## src/rtl/sseg_scan_ctrl.sv

```systemverilog
`default_nettype none
// ============================================================================
// Module   : sseg_scan_ctrl
// Brief    : Time-multiplexed scan controller for a common-anode 7-segment
//            display. Per-digit register file and one shared num2sseg decoder.
//            Optional build macro LEADING_ZERO_BLANK_EN darkens leading zeros.
// Revision : 1.0  initial release
// ============================================================================
module sseg_scan_ctrl #(
    parameter int N_DIGITS = 4,
    parameter int DIV      = 100000
) (
    input  logic                        clk,
    input  logic                        reset,
    input  logic                        wr_en,
    input  logic [$clog2(N_DIGITS)-1:0] wr_idx,
    input  logic [3:0]                  wr_data,
    input  logic                        wr_dp,
    input  logic [N_DIGITS-1:0]         blank_mask,
    output logic [N_DIGITS-1:0]         an,
    output logic [6:0]                  sseg,
    output logic                        dp,
    output logic                        digit_tick
);

    localparam int c_IW = $clog2(N_DIGITS);
    localparam int c_PW = $clog2(DIV);

    // Scan states S0..S{N-1}: the state is the digit index itself.
    localparam logic [c_IW-1:0] c_S0    = '0;
    localparam logic [c_IW-1:0] c_SLAST = c_IW'(N_DIGITS - 1);

    logic [c_PW-1:0]     r_presc;
    logic                w_tc;
    logic [c_IW-1:0]     r_idx;
    logic [c_IW-1:0]     w_idx_nxt;
    logic [3:0]          r_val [N_DIGITS];
    logic [N_DIGITS-1:0] r_dpv;
    logic                w_wr_ok;
    logic [N_DIGITS-1:0] w_lzb;
    logic                w_blank;
    logic [N_DIGITS-1:0] w_an;
    logic [6:0]          w_sseg;
    logic                w_dp;

    function automatic logic [6:0] num2sseg(input logic [3:0] v);
        case (v)
            4'd0:    num2sseg = 7'b1000000;
            4'd1:    num2sseg = 7'b1111001;
            4'd2:    num2sseg = 7'b0100100;
            4'd3:    num2sseg = 7'b0110000;
            4'd4:    num2sseg = 7'b0011001;
            4'd5:    num2sseg = 7'b0010010;
            4'd6:    num2sseg = 7'b0000010;
            4'd7:    num2sseg = 7'b1111000;
            4'd8:    num2sseg = 7'b0000000;
            4'd9:    num2sseg = 7'b0010000;
            default: num2sseg = 7'h7F;
        endcase
    endfunction

    assign w_tc = (r_presc == c_PW'(DIV - 1));

    always_ff @(posedge clk) begin
        if (reset) begin
            r_presc    <= '0;
            digit_tick <= 1'b0;
        end else begin
            r_presc    <= w_tc ? '0 : r_presc + c_PW'(1);
            digit_tick <= w_tc;
        end
    end

    // State register
    always_ff @(posedge clk) begin
        if (reset) begin
            r_idx <= c_S0;
        end else begin
            r_idx <= w_idx_nxt;
        end
    end

    // Next-state logic
    always_comb begin
        w_idx_nxt = r_idx;
        if (w_tc) begin
            w_idx_nxt = (r_idx == c_SLAST) ? c_S0 : r_idx + c_IW'(1);
        end
    end

    // Out-of-range indices (possible only for non power-of-two N) are dropped.
    assign w_wr_ok = wr_en && (int'(wr_idx) < N_DIGITS);

    always_ff @(posedge clk) begin
        if (reset) begin
            for (int i = 0; i < N_DIGITS; i++) begin
                r_val[i] <= 4'd0;
            end
            r_dpv <= '0;
        end else if (w_wr_ok) begin
            r_val[wr_idx] <= wr_data;
            r_dpv[wr_idx] <= wr_dp;
        end
    end

`ifdef LEADING_ZERO_BLANK_EN
    logic w_run;
    // Walk down from the most significant digit; digit 0 always stays lit.
    always_comb begin
        w_lzb = '0;
        w_run = 1'b1;
        for (int i = N_DIGITS - 1; i > 0; i--) begin
            w_run    = w_run && (r_val[i] == 4'd0);
            w_lzb[i] = w_run;
        end
    end
`else
    assign w_lzb = '0;
`endif

    // Output logic
    always_comb begin
        w_blank = blank_mask[r_idx] | w_lzb[r_idx];
        w_an    = '1;
        for (int i = 0; i < N_DIGITS; i++) begin
            w_an[i] = ~((r_idx == c_IW'(i)) && !w_blank);
        end
        w_sseg = w_blank ? 7'h7F : num2sseg(r_val[r_idx]);
        w_dp   = w_blank ? 1'b1 : ~r_dpv[r_idx];
    end

    always_ff @(posedge clk) begin
        if (reset) begin
            an   <= '1;
            sseg <= 7'h7F;
            dp   <= 1'b1;
        end else begin
            an   <= w_an;
            sseg <= w_sseg;
            dp   <= w_dp;
        end
    end

endmodule
`default_nettype wire

```

## config.mk

```make
export PLATFORM = sky130hd
export DESIGN_NAME = sseg_scan_ctrl
export DESIGN_NICKNAME = d
export VERILOG_FILES = /design/src/rtl/sseg_scan_ctrl.sv
export SDC_FILE = /design/constraint.sdc
export NUM_CORES = 1
export LEC_CHECK = 0
export ABC_CLOCK_PERIOD_IN_PS = 2200
export CAP_MARGIN = 20
export CORE_UTILIZATION = 55
export DETAILED_ROUTE_END_ITERATION = 10
export PLACE_DENSITY = 0.88
export SLEW_MARGIN = 20
export SYNTH_ARGS = -nofsm -noshare
export SYNTH_HDL_FRONTEND = slang
export SYNTH_SLANG_ARGS = --single-unit
```

## constraint.sdc

```tcl
create_clock -name clk -period 2.2 [get_ports clk]
set_input_delay 0.33 -clock clk [delete_from_list [all_inputs] [get_ports clk]]
set_output_delay 0.33 -clock clk [all_outputs]
set_load 0.03 [all_outputs]
```

==> metrics.txt <==
Max stage delay cell, worst path mux4_1; CTS resizes 0; Synthesis Warnings 0; maximum vdd drop 0.000354 V; crit start category flip-flop; DIE HEIGHT 67.1 um; final cell count without fillers 296; RSZ-0062 raised after global routing false; power per cell area 657 mW/mm^2; GRT Overall Usage 0.200; Worst-Skew Late Latency 310 ps; H-tree Lvls 2; largest area contributor in the netlist dfxtp_1; layout cell share with drive strength beyond 1 0.0732; crit path DAT 2280 ps; Worst-path clk slew 90 ps; Hold WC Path Type reg2reg; total wire length 3.97 mm; WP data required 2410 ps; Post-Synthesis Cells 218; Largest stage delay, worst path 680 ps; Slew Limit Headroom 0.686; Yosys top cell area share 0.326; worst-path maximum fanout 5; Die Area 0.00451 sq mm; register area share after synthesis 0.532; CTS Buffer Depth 2; Top cell by count, worst path inv_1; root buf cell clkbuf_8; Core Rows 23; Post-Syn Nets 242; Max Cap Violations 0; Fmax 0.483 GHz; CTS tree built; area delta synth->final 16.5%; Leakage Power 1.06 nW; outcome complete, no violations; kind of critical path reg2reg; ANT cells 0; FF+latch count, synth 54; worst slew pin tran 469 ps; DR vias 1612; Final Hold Fails 0; placed cells 288; Core Box Area 0.00403 sq mm; Setup violations, final 0; final core occ 0.675; DR pass1 iterations 4; CP Cell Sequence mux4_1, inv_1, ha_1, inv_1, mux2_4, mux2i_1, nand2_1; Post-synth EDFFs 16; pin count of the biggest net entering global routing 17; antenna-violating nets left 0; initial antenna violation count 0; top cells by area, synth dfxtp_1, edfxtp_1, ha_1; GRT Residual Overflow 0; Most used DFF post-synth dfxtp_1; DRC Markers 0; synthesized area 0.00233 sq mm; critical path endpoint category flip-flop; Final Instance Area 0.00272 sq mm; CTS sink cnt 54; Distinct cells, synth 34; Synth Area per Inst 10.7 sq um; dpl cell area 0.00263 sq mm; worst-case clock skew 4.49 ps; Post-synth top cells dfxtp_1, nor2_1, nand2_1, edfxtp_1, inv_1; most frequent cell after synthesis dfxtp_1; Final Max Tran Viols 0; DR vias/cell 5.45; CP delay by family, top multiplexers; Post-synth ARST share 0; Final Critical Period 2070 ps; DR iter-0 viols 127; vias in the first global route 1416; WL per Instance 13.4 um; nets 269; IO Pins 27; first-pass GRT wire length 6.53 mm; setup_tns 0 ps; GPL Wtd Cong 0.817; Tcrit/Tclk final 0.940; CTS Hold Buffers Added 0; die width 67.1 um; total power 1.79 mW; # Post-CTS Setup Buffers 0; CTS buffer count 5; # port buffers 26; initial core utilization 0.579; placed wire-length estimate 2.88 mm; CP bufs+invs 2
layout make-up:
type	count	area, sq um
Fill cell	324	1310
Sequential cell	54	1240
Multi-Input combinational cell	145	1010
Timing Repair Buffer	28	275
Clock buffer	5	68.8
Tap cell	50	62.6
Inverter	11	41.3
Clock inverter	3	17.5
cell families after synthesis:
kind of cell    synth area share
xor+xnor                  0.0413
mux                       0.0917
fa+ha+maj                 0.0536
flops                      0.532
buf+inv                   0.0343
simple gates               0.202
compound gates            0.0451
flip-flops by register name, indices dropped and copies added, names as in the netlist, named ones only:
signal	cells
r_idx	2
r_dpv	4
r_presc	17
dp	1
digit_tick	1
sseg	7
r_val	16
an	4
power breakdown:
part	total (mW)	switching, mW	internal [mW]	leakage (nW)
Sequential	1.08	0.0132	1.06	0.466
Combinational	0.172	0.0926	0.0795	0.545
Clock	0.538	0.318	0.221	0.0493
Total	1.79	0.423	1.36	1.06
worst register-to-register path, delay by kind of cell (launching register included):
family                     cells  cell delay (ps)
muxes                          3             1040
buffers and inverters          2              200
DFF                            1              460
and+or+nand+nor                1               70
adders and majority gates      1              200
metal layers:
layer  wire (um)  global-route usage  share of wire  vias to the layer above
met5           0                   0              0                        -
met1        1860               0.267           0.47                      745
met2        1890               0.301           0.48                       50
met3         186              0.0531          0.047                        2
met4          33              0.0931         0.0083                        0
li1            -                   -              -                      815
through the flow:
step,setup WS [ps],hold WS (ps)
2_1_floorplan,283,413
3_3_place_gp,249,428
5_1_grt,8.46,467
4_1_cts,132,451
3_5_place_dp,183,437
6_report,131,452
worst paths after layout:
path	startpoint	end	slack [ps]	depth (start not counted)
setup reg to reg	flip-flop	sseg[4]$_SDFF_PP1_	130	7
hold reg to reg	r_presc[0]$_SDFF_PP0_	r_presc[0]$_SDFF_PP0_	450	1
setup / recovery	flip-flop	sseg[4]$_SDFF_PP1_	130	7
hold / removal	r_presc[0]$_SDFF_PP0_	r_presc[0]$_SDFF_PP0_	450	1
cell usage in the layout, fill, tap and decap left out:
cell | synthesis | routed
nor4bb_1 | 2 | 2
buf_4 | 1 | 2
clkinv_4 | 0 | 1
a2bb2o_1 | 2 | 2
nor3_1 | 4 | 4
or3_1 | 4 | 4
and2_1 | 1 | 1
mux4_2 | 5 | 5
nand3_1 | 7 | 7
nand2b_1 | 7 | 7
o21ai_0 | 7 | 7
inv_1 | 11 | 12
nand2b_2 | 1 | 1
and4_1 | 3 | 3
and3_1 | 3 | 3
xnor2_1 | 1 | 1
o21ai_1 | 3 | 3
xor2_1 | 10 | 10
a21oi_1 | 7 | 7
mux4_1 | 1 | 1
clkdlybuf4s50_1 | 0 | 26
mux2_4 | 1 | 1
ha_1 | 10 | 10
nand2_1 | 17 | 17
nor2_1 | 29 | 29
nand4_1 | 8 | 8
clkbuf_8 | 0 | 5
nor4b_1 | 1 | 1
mux2i_1 | 6 | 6
clkinv_2 | 0 | 1
dfxtp_1 | 38 | 38
and2_2 | 1 | 1
nand3b_1 | 2 | 2
nor2b_1 | 1 | 1
nor2_2 | 1 | 1
edfxtp_1 | 16 | 16
(Power assumes the default switching activity.)
